--- src/rtl/uart_pkt_pkg.sv ---
// Shared types and error codes for the UART packet deframer.
package uart_pkt_pkg;

  typedef enum logic [1:0] {
    IDLE,
    LEN,
    PAYLOAD,
    CSUM
  } state_t;

  localparam logic [1:0] ERR_CSUM    = 2'd1;
  localparam logic [1:0] ERR_LEN     = 2'd2;
  localparam logic [1:0] ERR_TIMEOUT = 2'd3;

endpackage

--- src/rtl/uart_pkt_rx.sv ---
// Packet deframer behind the UART RX FIFO: SOF hunt, LEN, payload stream, additive checksum.
// Optional inter-byte timeout is built only when UART_PKT_TIMEOUT_EN is defined.
module uart_pkt_rx
  import uart_pkt_pkg::*;
#(
  parameter logic [7:0]  SOF         = 8'hA5,
  parameter int unsigned MAX_LEN     = 64,
  parameter int unsigned TIMEOUT_CYC = 100000
) (
  input  logic       clk,
  input  logic       reset,
  input  logic       rx_empty,
  input  logic [7:0] r_data,
  output logic       rd_uart,
  output logic       m_valid,
  output logic [7:0] m_data,
  output logic       m_last,
  input  logic       m_ready,
  output logic       pkt_ok,
  output logic       pkt_err,
  output logic [1:0] err_code,
  output logic       busy
);

  localparam logic [7:0] LP_MAX_LEN = 8'(MAX_LEN);

  state_t     r_state, w_state_nxt;
  logic [7:0] r_cnt, w_cnt_nxt;
  logic [7:0] r_sum, w_sum_nxt;
  logic       r_m_valid, w_m_valid_nxt;
  logic [7:0] r_m_data, w_m_data_nxt;
  logic       r_m_last, w_m_last_nxt;
  logic       r_pkt_ok, w_pkt_ok_nxt;
  logic       r_pkt_err, w_pkt_err_nxt;
  logic [1:0] r_err_code, w_err_code_nxt;

  logic       w_accept;
  logic       w_pop;
  logic [7:0] w_sum_add;
  logic       w_tmo_expire;

  always_comb begin
    w_accept = 1'b0;
    case (r_state)
      IDLE, LEN: w_accept = 1'b1;
      PAYLOAD:   w_accept = ~r_m_valid | m_ready;
      CSUM:      w_accept = ~r_m_valid;
      default:   w_accept = 1'b0;
    endcase
  end

  assign w_pop     = ~rx_empty & w_accept;
  assign w_sum_add = r_sum + r_data;

`ifdef UART_PKT_TIMEOUT_EN
  localparam int unsigned TmoW = (TIMEOUT_CYC > 1) ? $clog2(TIMEOUT_CYC) : 1;

  logic [TmoW-1:0] r_tmo, w_tmo_nxt;

  // Counts only while starved by the FIFO; a downstream stall or any pop restarts it.
  always_comb begin
    w_tmo_nxt    = '0;
    w_tmo_expire = 1'b0;
    if (r_state != IDLE && w_accept && rx_empty) begin
      if (r_tmo == TmoW'(TIMEOUT_CYC - 1)) begin
        w_tmo_expire = 1'b1;
      end else begin
        w_tmo_nxt = r_tmo + 1'b1;
      end
    end
  end

  always_ff @(posedge clk) begin
    if (reset) begin
      r_tmo <= '0;
    end else begin
      r_tmo <= w_tmo_nxt;
    end
  end
`else
  assign w_tmo_expire = 1'b0;
`endif

  always_comb begin
    w_state_nxt    = r_state;
    w_cnt_nxt      = r_cnt;
    w_sum_nxt      = r_sum;
    w_m_valid_nxt  = r_m_valid;
    w_m_data_nxt   = r_m_data;
    w_m_last_nxt   = r_m_last;
    w_pkt_ok_nxt   = 1'b0;
    w_pkt_err_nxt  = 1'b0;
    w_err_code_nxt = r_err_code;

    if (r_m_valid && m_ready) w_m_valid_nxt = 1'b0;

    case (r_state)
      IDLE: begin
        if (w_pop && r_data == SOF) w_state_nxt = LEN;
      end
      LEN: begin
        if (w_pop) begin
          if (r_data > LP_MAX_LEN) begin
            w_pkt_err_nxt  = 1'b1;
            w_err_code_nxt = ERR_LEN;
            w_state_nxt    = IDLE;
          end else begin
            w_cnt_nxt   = r_data;
            w_sum_nxt   = r_data;
            w_state_nxt = (r_data == 8'd0) ? CSUM : PAYLOAD;
          end
        end
      end
      PAYLOAD: begin
        if (w_pop) begin
          w_m_data_nxt  = r_data;
          w_m_valid_nxt = 1'b1;
          w_m_last_nxt  = (r_cnt == 8'd1);
          w_sum_nxt     = w_sum_add;
          w_cnt_nxt     = r_cnt - 8'd1;
          if (r_cnt == 8'd1) w_state_nxt = CSUM;
        end
      end
      CSUM: begin
        if (w_pop) begin
          if (w_sum_add == 8'd0) begin
            w_pkt_ok_nxt = 1'b1;
          end else begin
            w_pkt_err_nxt  = 1'b1;
            w_err_code_nxt = ERR_CSUM;
          end
          w_state_nxt = IDLE;
        end
      end
      default: w_state_nxt = IDLE;
    endcase

    if (w_tmo_expire) begin
      w_pkt_err_nxt  = 1'b1;
      w_err_code_nxt = ERR_TIMEOUT;
      w_m_valid_nxt  = 1'b0;
      w_state_nxt    = IDLE;
    end
  end

  always_ff @(posedge clk) begin
    if (reset) begin
      r_state    <= IDLE;
      r_cnt      <= 8'd0;
      r_sum      <= 8'd0;
      r_m_valid  <= 1'b0;
      r_m_data   <= 8'd0;
      r_m_last   <= 1'b0;
      r_pkt_ok   <= 1'b0;
      r_pkt_err  <= 1'b0;
      r_err_code <= 2'd0;
    end else begin
      r_state    <= w_state_nxt;
      r_cnt      <= w_cnt_nxt;
      r_sum      <= w_sum_nxt;
      r_m_valid  <= w_m_valid_nxt;
      r_m_data   <= w_m_data_nxt;
      r_m_last   <= w_m_last_nxt;
      r_pkt_ok   <= w_pkt_ok_nxt;
      r_pkt_err  <= w_pkt_err_nxt;
      r_err_code <= w_err_code_nxt;
    end
  end

  assign rd_uart  = w_pop;
  assign m_valid  = r_m_valid;
  assign m_data   = r_m_data;
  assign m_last   = r_m_last;
  assign pkt_ok   = r_pkt_ok;
  assign pkt_err  = r_pkt_err;
  assign err_code = r_err_code;
  assign busy     = (r_state != IDLE);

endmodule
--- config.mk ---
export PLATFORM = sky130hd
export DESIGN_NAME = uart_pkt_rx
export DESIGN_NICKNAME = d
export VERILOG_FILES = /design/src/rtl/uart_pkt_pkg.sv /design/src/rtl/uart_pkt_rx.sv
export SDC_FILE = /design/constraint.sdc
export NUM_CORES = 1
export LEC_CHECK = 0
export CAP_MARGIN = 40
export CORE_ASPECT_RATIO = 1.1
export CORE_MARGIN = 5
export CORE_UTILIZATION = 48
export DETAILED_ROUTE_END_ITERATION = 6
export PLACE_DENSITY = 0.78
export SYNTH_ARGS = -nofsm -noshare
export SYNTH_HDL_FRONTEND = slang
export SYNTH_SLANG_ARGS = --single-unit
--- constraint.sdc ---
create_clock -name clk -period 5.2 [get_ports clk]
set_input_delay 0.52 -clock clk [delete_from_list [all_inputs] [get_ports clk]]
set_output_delay 0.52 -clock clk [all_outputs]
set_load 0.05 [all_outputs]
### Word-level counts from Yosys, hierarchy flattened

Cells that the tools add are included.

* add/subtract/negate cells: 2
* $lt $le $gt $ge: 1
* eq/ne operators: 13
* multiplexer cells: 29
* bitwise logic cells: 6
* reductions and logical operators: 14

Operators by type and width (count)
* 8-bit 2-to-1 mux: 4
* 8-bit one-hot mux with 2 select lines: 2
* 2-bit 2-to-1 mux: 10
* 8-bit zero test: 2
* 2-bit != test (second input constant): 8
* 5-bit AND reduction: 2
* 1-bit 2-to-1 mux: 9
* 8-bit adder: 1
* 8-bit by 1-bit equality test with 1-bit output (second input constant): 1
* 8-bit equality test (second input constant): 1
* 8-bit by 7-bit > comparator with 1-bit output (second input constant): 1
* 2-bit one-hot mux with 4 select lines: 1
* 8-bit by 1-bit subtractor with 8-bit output (second input constant): 1
* 2-bit nonzero test: 3
* 2-bit equality test (second input constant): 2
* 1-bit NOT: 4
* 2-bit one-hot mux with 2 select lines: 1
* 4-bit AND reduction: 1
* 1-bit one-hot mux with 3 select lines: 1
* 3-bit OR reduction: 1
* 2-bit by 1-bit equality test with 1-bit output (second input constant): 1
* 1-bit logical AND: 2
* 2-bit zero test: 1
* 1-bit one-hot mux with 2 select lines: 1
* other kinds (4): 4

* bits in registers: 32
* bits of input ports: 12
* output and inout bits: 16

### Depth between registers and ports, before layout

Gate-level depths: netlist of the first run.

* depth after elaboration: 7
* gate-level depth with buffers: 8
* depth with buffers taken out: 8

### Least setup slack after synthesis of the first run

OpenSTA, ideal clock, no wires.

* kind: in2reg
* from: input r_data[0]
* to: register r_err_code[1] (netlist: err_code[1])
* library setup time: 86 ps
* arrival: 2369 ps
* setup slack: 2746 ps
* cell stages on the path: 8
* path through: ha_1 > fa_1 > a211oi_1 > o21ba_2 > o221ai_1 > nor3_1 > a211oi_1 > a211oi_1

* longest elaborated chain between the ends: 4
* elaborated cells between the ends (all ways): 6
* those cells by class: 1 x add/sub; 1 x order compare; 2 x eq/ne; 2 x reduce/logical

RTL lines
* start: declaration: line uart_pkt_rx.sv:13 `input logic [7:0] r_data,`
* 8-bit adder: line uart_pkt_rx.sv:53 `assign w_sum_add = r_sum + r_data;`
* 8-bit zero test: line uart_pkt_rx.sv:126 `if (w_sum_add == 8'd0) begin`
* 2-bit != test (no source line)
* 5-bit AND reduction (no source line) *
* end signal: assignment: line uart_pkt_rx.sv:166 `r_err_code <= w_err_code_nxt;`
* end: declaration: line uart_pkt_rx.sv:35 `logic [1:0] r_err_code, w_err_code_nxt;`

Mark *: on every way between the ends. The rest lies on a longest branch, timed or not.
A chain may end at the register's enable or synchronous reset.

### Final worst setup path of the first run

Same ends and word-level chain as after synthesis.

==> run summary, run 1 <==
Post-CTS Setup Bufs -> 0
Area growth syn-to-layout -> 18.4%
RSZ-0062 raised after global routing -> no
DIE AREA -> 5460 sq um
non-filler cells, final -> 319
maxcap violations -> 0
CTS max path bufs -> 2
antenna violations before repair -> 0
R2R depth -> 8
DP HPWL -> 3.40 mm
Reg2Reg Launch Point -> r_sum[0]$_SDFFE_PP0P_
CTS resizes -> 0
DR vias -> 1,824
Inst Count DP -> 311
endpoints failing setup -> 0
Yosys top cell by area -> dfxtp_1
slew margin rel. -> 0.581
die width -> 70.9 um
register bit total from synthesis -> 32
register area -> 641 sq um
Starting Density -> 0.495
crit end category -> flip-flop
core area -> 3960 sq um
max incr delay on CP -> 0.56 ns
Post-CTS Hold Buffers -> 0
Final min period -> 3.10 ns
Leak -> 0.806 nW
largest net degree at the start of global routing -> 33
I/O pin cnt -> 28
CTS tree -> built
critical path class -> in -> reg
Max VDD drop -> 0.152 mV
share of flip-flops with an asynchronous set or reset -> 0
layout cells sized above 1 -> 0.0936
Mapped Nets -> 263
worst reg2reg endpoint -> err_code[1]$_SDFFE_PP0P_
crit share post-route -> 0.596
Port-buffer cells -> 27
GP Congestion -> 0.863
Most used DFF post-synth -> dfxtp_1
antenna-violating nets left -> 0
Cell Pwr Density -> 210 nW/um^2
Worst setup SP type -> input port
global-route wire length before repair -> 8.41 mm
grt ovf -> 0
CP arrival -> 3.30 ns
die height -> 77.0 um
layout filler cell count -> 369
number of synthesized flops with an enable pin -> 0
commonest non-fill, non-tap cell in the layout -> nand2_1
worst hold margin -> 0.453 ns
cts bufs inserted -> 5
Seq/Total Area, Yosys -> 0.327
Pre-antenna DRT Iters -> 4
Reg clk slew, reported paths -> 0.07 ns
Mapped Area -> 1960 sq um
fmax -> 323 MHz
post-synth top area share -> 0.327
CP Data Required Time -> 5.40 ns
Skew-Pair Late Insertion Delay -> 0.29 ns
HP Class -> reg -> reg
ranking of synthesized cells by area -> dfxtp_1, nand2_1, ha_1
r2r setup slk -> 2.68 ns
First DRT Iteration DRCs -> 143
GRT Util Overall -> 0.188
via/cell ratio -> 5.72
area of the multi-input gates -> 1210 sq um
Syn. warnings -> 0
Final nets -> 288
post-synthesis instance total -> 241
status -> finished, final reports clean
vias in the first global route -> 1,731
drt wl/cell -> 14.9 um
crit-path cells -> clkdlybuf4s50_1 -> ha_1 -> fa_1 -> a211oi_1 -> o21ba_2 -> o221ai_1 -> nor3_1 -> a211oi_1 -> a211oi_1
Syn Area/Cell -> 8.14 sq um
cell mode on critical path -> a211oi_1
total negative setup slack -> 0 ns
# rows -> 24
clock skew -> 0.00450 ns
Final Hold Vio Count -> 0
Final WS setup -> 2.10 ns
drt total wl -> 4.76 mm
Crit-path slowest cell -> clkdlybuf4s50_1
drt drc -> 0
Max Transition Viols Final -> 0
crit path max fanout -> 7
most frequent cells in the layout -> nand2_1, dfxtp_1, clkdlybuf4s50_1
Antenna diodes -> 0
Max H-tree Level -> 2
hold path start -> m_data[3]$_SDFFE_PP0P_
Cell variety after synth -> 55
Root Buffer -> clkbuf_8
Slew @ Worst Pin -> 0.626 ns
Hold Path End -> m_data[3]$_SDFFE_PP0P_
pre-CTS setup slack -> 1.85 ns
Sink Count -> 32
Hold Crit Depth -> 2
[synth_stat cells (2+ instances only)]
cell and count:
xnor2_1 4, nor2b_1 2, a21oi_1 21, clkbuf_1 4
a31oi_1 2, a221oi_1 4, o211ai_1 2, a21o_1 2
buf_6 3, o21a_1 2, a31o_2 2, nand2_1 35
inv_1 8, nand2b_1 5, nor4b_1 3, nor3b_1 2
nor2_1 22, dfxtp_1 32, or3b_1 2, o21ai_0 14
nand3b_1 2, nand3_1 5, nor3_1 15, a211oi_1 5
ha_1 9, and2_1 2, a311oi_1 4
[worst max-delay path by stage]
| stage | from | to | slack, ns | cells after the start |
|---|---|---|---|---|
| 2_1_floorplan | r_data[0] | err_code[1]$_SDFFE_PP0P_ | 2.75 | 8 |
| 3_3_place_gp | r_data[0] | err_code[1]$_SDFFE_PP0P_ | 1.95 | 9 |
| 3_5_place_dp | r_data[0] | err_code[1]$_SDFFE_PP0P_ | 1.85 | 9 |
| 4_1_cts | r_data[0] | err_code[1]$_SDFFE_PP0P_ | 2.14 | 9 |
| 5_1_grt | r_data[0] | err_code[1]$_SDFFE_PP0P_ | 1.77 | 9 |
| 6_report | r_data[0] | err_code[1]$_SDFFE_PP0P_ | 2.10 | 9 |
[worst max-delay path, delay by kind of cell]
kind	cells	cell delay, ns
fa+ha+maj	2	0.74
compound gates	5	1.06
simple gates	1	0.42
buf+inv	1	0.56
[through the flow]
step / area, sq um / utilization / power (W)
global route: 2320 / 0.586 / 0.000508
finish: 2320 / 0.586 / 0.000488
floorplan: 1960 / - / 0.000275
CTS: 2320 / 0.586 / 0.000493
global placement: 2230 / 0.562 / 0.000295
detailed placement: 2230 / 0.562 / 0.000295
[layer usage]
layer / vias up / GRT usage / routed length [um]
li1: 925 / - / -
met1: 825 / 0.251 / 2150
met2: 68 / 0.299 / 2240
met3: 6 / 0.0471 / 326
met4: 0 / 0.0508 / 42
met5: - / 0 / 0
[report_power, final]
| part | internal [W] | total (W) | switching, W |
|---|---|---|---|
| combinational | 0.0000187 | 0.0000450 | 0.0000263 |
| clock | 0.000105 | 0.000198 | 0.0000922 |
| sequential | 0.000245 | 0.000245 | 0.0000000758 |
| total | 0.000369 | 0.000488 | 0.000119 |
[cell type report]
cell class / count / share of cell area
multi-input combinational: 190 / 0.520
sequential: 32 / 0.276
timing repair buffer: 29 / 0.123
clock buffer: 6 / 0.0356
tap: 52 / 0.0280
inverter: 8 / 0.0129
clock inverter: 2 / 0.00431
[cell families (layout without fill, tap and decap cells)]
family	after synthesis	after routing	synth area share
compound gates	67	67	0.239
xor+xnor	4	4	0.0179
fa+ha+maj	10	10	0.0676
buf+inv	19	45	0.0574
flops	32	32	0.327
simple gates	109	109	0.291
[sequential cells by signal (all words and copies together), names as in the netlist, named ones only]
register / flops
m_data: 8
r_cnt: 8
r_sum: 8
err_code: 2
m_last: 1
m_valid: 1
pkt_err: 1
pkt_ok: 1
r_state: 1
Power figures use the tool's default switching activity.
==> inputs of run 2 (changes only) <==
Clock period 5.2 ns to 2.95 ns, I/O delays scaled along.
==> run summary, run 2 (same netlist as run 1, synthesis figures left out) <==
drt drc -> 0 (unchanged)
Pre-antenna DRT Iters -> 4 (unchanged)
Skew-Pair Late Insertion Delay -> 0.29 ns (about the same)
I/O pin cnt -> 28 (unchanged)
Final Hold Vio Count -> 0 (unchanged)
CTS max path bufs -> 2 (unchanged)
drt total wl -> 4.75 mm (was 4.76 mm)
crit-path cells -> clkdlybuf4s50_1 -> ha_1 -> fa_1 -> a211oi_1 -> nor2_1 -> o311ai_2 -> nor2_1 -> a21o_1 -> a211oi_1 (was clkdlybuf4s50_1 -> ha_1 -> fa_1 -> a211oi_1 -> o21ba_2 -> o221ai_1 -> nor3_1 -> a211oi_1 -> a211oi_1)
register area -> 641 sq um (unchanged)
GP Congestion -> 0.934 (was 0.863)
antenna-violating nets left -> 0 (unchanged)
Area growth syn-to-layout -> 20.9% (was 18.4%)
pre-CTS setup slack -> 0.0816 ns (was 1.85 ns)
crit end category -> flip-flop (unchanged)
Final nets -> 294 (was 288)
Inst Count DP -> 317 (was 311)
DR vias -> 1,864 (was 1,824)
core area -> 3960 sq um (unchanged)
R2R depth -> 8 (unchanged)
layout filler cell count -> 355 (was 369)
CP Data Required Time -> 3.16 ns (was 5.40 ns)
# rows -> 24 (unchanged)
Crit-path slowest cell -> clkdlybuf4s50_1 (unchanged)
Final min period -> 2.60 ns
DIE AREA -> 5460 sq um (unchanged)
Slew @ Worst Pin -> 0.564 ns (was 0.626 ns)
critical path class -> in -> reg (unchanged)
Antenna diodes -> 0 (unchanged)
Sink Count -> 32 (unchanged)
vias in the first global route -> 1,732 (was 1,731)
Port-buffer cells -> 27 (unchanged)
worst hold margin -> 0.454 ns (was 0.453 ns)
crit path max fanout -> 5 (was 7)
Starting Density -> 0.495 (unchanged)
Max H-tree Level -> 2 (unchanged)
Worst setup SP type -> input port (unchanged)
cts bufs inserted -> 5 (unchanged)
commonest non-fill, non-tap cell in the layout -> nand2_1 (unchanged)
HP Class -> reg -> reg (unchanged)
status -> finished, final reports clean (unchanged)
fmax -> 385 MHz
DP HPWL -> 3.51 mm (was 3.40 mm)
Cell Pwr Density -> 374 nW/um^2 (was 210 nW/um^2)
Leak -> 0.836 nW (was 0.806 nW)
total negative setup slack -> 0 ns (unchanged)
maxcap violations -> 0 (unchanged)
Root Buffer -> clkbuf_8 (unchanged)
RSZ-0062 raised after global routing -> no (unchanged)
crit share post-route -> 0.881
grt ovf -> 0 (unchanged)
Post-CTS Setup Bufs -> 0 (unchanged)
drt wl/cell -> 14.7 um (was 14.9 um)
antenna violations before repair -> 0 (unchanged)
CTS tree -> built (unchanged)
die height -> 77.0 um (unchanged)
endpoints failing setup -> 0 (unchanged)
non-filler cells, final -> 324 (was 319)
Hold Crit Depth -> 2 (unchanged)
largest net degree at the start of global routing -> 20 (was 33)
slew margin rel. -> 0.623 (was 0.581)
global-route wire length before repair -> 8.02 mm (was 8.41 mm)
Max VDD drop -> 0.225 mV (was 0.152 mV)
CP arrival -> 2.80 ns (was 3.30 ns)
die width -> 70.9 um (unchanged)
Post-CTS Hold Buffers -> 0 (unchanged)
Max Transition Viols Final -> 0 (unchanged)
Reg clk slew, reported paths -> 0.07 ns (about the same)
area of the multi-input gates -> 1210 sq um (unchanged)
Final WS setup -> 0.350 ns (was 2.10 ns)
layout cells sized above 1 -> 0.110 (was 0.0936)
GRT Util Overall -> 0.183 (was 0.188)
most frequent cells in the layout -> nand2_1, dfxtp_1, clkdlybuf4s50_1 (unchanged)
CTS resizes -> 0 (unchanged)
via/cell ratio -> 5.75 (was 5.72)
max incr delay on CP -> 0.44 ns (was 0.56 ns)
clock skew -> 0.00557 ns (was 0.00450 ns)
First DRT Iteration DRCs -> 127 (was 143)
[run 2: report_power, final]
part | internal [W] | total [W] | switching, W
Sequential | 0.000432 | 0.000432 | 0.000000131
Clock | 0.000208 | 0.000368 | 0.000161
Combinational | 0.0000365 | 0.0000849 | 0.0000483
[run 2: worst paths after layout]
check                                             from                       end  slack [ns]
worst max-delay path                         r_data[0]  err_code[1]$_SDFFE_PP0P_        0.35
worst min-delay path            m_data[6]$_SDFFE_PP0P_    m_data[6]$_SDFFE_PP0P_        0.45
worst max register to register   r_sum[0]$_SDFFE_PP0P_  err_code[1]$_SDFFE_PP0P_        0.52
worst min register to register  m_data[6]$_SDFFE_PP0P_    m_data[6]$_SDFFE_PP0P_        0.45
[run 2: area by class of cell]
cell class                      count  share of cell area
Clock buffer                        7              0.0407
Timing Repair Buffer               35               0.139
Sequential cell                    32               0.270
Tap cell                           52              0.0275
Inverter                            8              0.0127
Multi-Input combinational cell    190               0.510
[run 2: per-stage QoR]
step | area (sq um) | total power (W) | util
after floorplan | 1960 | 0.000485 | -
after global placement | 2270 | 0.000525 | 0.574
after detailed placement | 2270 | 0.000526 | 0.574
after CTS | 2370 | 0.000891 | 0.598
after global routing | 2370 | 0.000925 | 0.598
final | 2370 | 0.000885 | 0.598
[run 2: per-layer routing]
metal | up-vias | track usage | share of wire
met4 | 0 | 0.0620 | 0.015
met5 | - | 0 | 0
met1 | 875 | 0.230 | 0.45
met2 | 49 | 0.300 | 0.48
li1 | 934 | - | -
met3 | 6 | 0.0510 | 0.058
[run 2: worst max-delay path: cells and delay by family]
family	cells	cell delay, ns
buffers and inverters	1	0.44
AOI/OAI and AO/OA	4	1.10
adders and majority gates	2	0.69
and+or+nand+nor	2	0.30
==> inputs of run 3 (changes only) <==
Settings changed: CORE_MARGIN 5 to default.
==> run summary, run 3 (same netlist as run 1, synthesis figures left out) <==
status -> finished, final reports clean (unchanged)
maxcap violations -> 0 (unchanged)
Root Buffer -> clkbuf_8 (unchanged)
GRT Util Overall -> 0.241 (was 0.183)
endpoints failing setup -> 0 (unchanged)
Final nets -> 295 (was 294)
placed instance area -> 2280 sq um (was 2270 sq um)
HP Class -> reg -> reg (unchanged)
First DRT Iteration DRCs -> 109 (was 127)
CP arrival -> 2.92 ns (was 2.80 ns)
GP Congestion -> 1.01 (was 0.934)
RSZ-0062 raised after global routing -> no (unchanged)
Starting Density -> 0.498 (was 0.495)
crit share post-route -> 0.922 (was 0.881)
CTS tree -> built (unchanged)
CTS resizes -> 0 (unchanged)
Post-CTS Hold Buffers -> 0 (unchanged)
Cell Pwr Density -> 366 nW/um^2 (was 374 nW/um^2)
DIE AREA -> 4340 sq um (was 5460 sq um)
core area -> 3930 sq um (was 3960 sq um)
DP HPWL -> 3.51 mm (about the same)
Area growth syn-to-layout -> 20.9% (about the same)
die height -> 69.0 um (was 77.0 um)
drt total wl -> 4.78 mm (was 4.75 mm)
antenna-violating nets left -> 0 (unchanged)
I/O pin cnt -> 28 (unchanged)
antenna violations before repair -> 0 (unchanged)
Pwr Total -> 0.000868 W (was 0.000885 W)
Worst setup SP type -> input port (unchanged)
crit path max fanout -> 5 (unchanged)
drt wl/cell -> 14.7 um (about the same)
most frequent cells in the layout -> nand2_1, dfxtp_1, clkdlybuf4s50_1 (unchanged)
grt ovf -> 0 (unchanged)
fin area -> 2370 sq um (about the same)
worst hold margin -> 0.453 ns (was 0.454 ns)
Final Hold Vio Count -> 0 (unchanged)
crit end category -> flip-flop (unchanged)
vias in the first global route -> 1,786 (was 1,732)
Pre-antenna DRT Iters -> 5 (was 4)
global-route wire length before repair -> 8.20 mm (was 8.02 mm)
Port-buffer cells -> 27 (unchanged)
Slew @ Worst Pin -> 0.678 ns (was 0.564 ns)
drt drc -> 0 (unchanged)
post-layout util -> 0.603 (was 0.598)
total negative setup slack -> 0 ns (unchanged)
fmax -> 368 MHz (was 385 MHz)
Max VDD drop -> 0.249 mV (was 0.225 mV)
via/cell ratio -> 5.71 (was 5.75)
clock skew -> 0.00520 ns (was 0.00557 ns)
Antenna diodes -> 0 (unchanged)
Max H-tree Level -> 2 (unchanged)
Sink Count -> 32 (unchanged)
CTS max path bufs -> 2 (unchanged)
commonest non-fill, non-tap cell in the layout -> nand2_1 (unchanged)
Leak -> 0.836 nW (about the same)
cts bufs inserted -> 5 (unchanged)
layout cells sized above 1 -> 0.109 (was 0.110)
critical path class -> in -> reg (unchanged)
slew margin rel. -> 0.546 (was 0.623)
CP Data Required Time -> 3.15 ns (was 3.16 ns)
Post-CTS Setup Bufs -> 0 (unchanged)
Skew-Pair Late Insertion Delay -> 0.29 ns (about the same)
Max Transition Viols Final -> 0 (unchanged)
Final min period -> 2.72 ns (was 2.60 ns)
largest net degree at the start of global routing -> 18 (was 20)
# rows -> 24 (unchanged)
Reg clk slew, reported paths -> 0.07 ns (about the same)
die width -> 62.9 um (was 70.9 um)
DR vias -> 1,863 (was 1,864)
-- run 3: changes by cell type in the layout (fill, tap and decap cells not counted), sizes merged --
cell | previous run | this run
clkbuf | 7 | 8
buf | 8 | 9
-- run 3: power breakdown --
part / total [W] / switching, W / internal, W
registers: 0.000432 / 0.000000134 / 0.000432
clock network: 0.000351 / 0.000161 / 0.000190
logic: 0.0000850 / 0.0000476 / 0.0000374
total: 0.000868 / 0.000209 / 0.000660
-- run 3: worst paths after layout --
| check | startpoint | endpoint | slack [ns] | cells after the start |
|---|---|---|---|---|
| setup / recovery | r_data[0] | err_code[1]$_SDFFE_PP0P_ | 0.23 | 10 |
| hold / removal | m_data[5]$_SDFFE_PP0P_ | m_data[5]$_SDFFE_PP0P_ | 0.45 | 2 |
| setup reg to reg | r_sum[0]$_SDFFE_PP0P_ | err_code[1]$_SDFFE_PP0P_ | 0.42 | 9 |
| hold reg to reg | m_data[5]$_SDFFE_PP0P_ | m_data[5]$_SDFFE_PP0P_ | 0.45 | 2 |
-- run 3: stage by stage --
stage	cells	setup slack, ns
finish	326	0.231
global route	326	0.103
CTS	326	0.310
detailed placement	318	0.00969
global placement	318	0.105
floorplan	241	0.721
-- run 3: layout make-up --
type | instances | area (sq um)
fillers | 355 | 1560
multi-input cells | 190 | 1210
inverters | 8 | 30.0
well taps | 52 | 65.1
repair buffers | 36 | 338
clock buffers | 8 | 90.1
flip-flops and latches | 32 | 641
-- run 3: routing by layer --
metal  vias up  routed length, um  track usage  share of wire
met3        16                181       0.0546          0.038
met4         0                170        0.132          0.036
met1       854               2170        0.285           0.45
li1        940                  -            -              -
met2        53               2260        0.399           0.47
met5         -                  0            0              0
-- run 3: worst max-delay path: stages --
cell and delay (ns):
clkdlybuf4s50_1 0.45, ha_1 0.27, fa_1 0.42, xnor2_1 0.22
nor4b_1 0.43, o221ai_1 0.20, nor3_1 0.20, buf_4 0.17
a211oi_1 0.07, a211oi_1 0.20
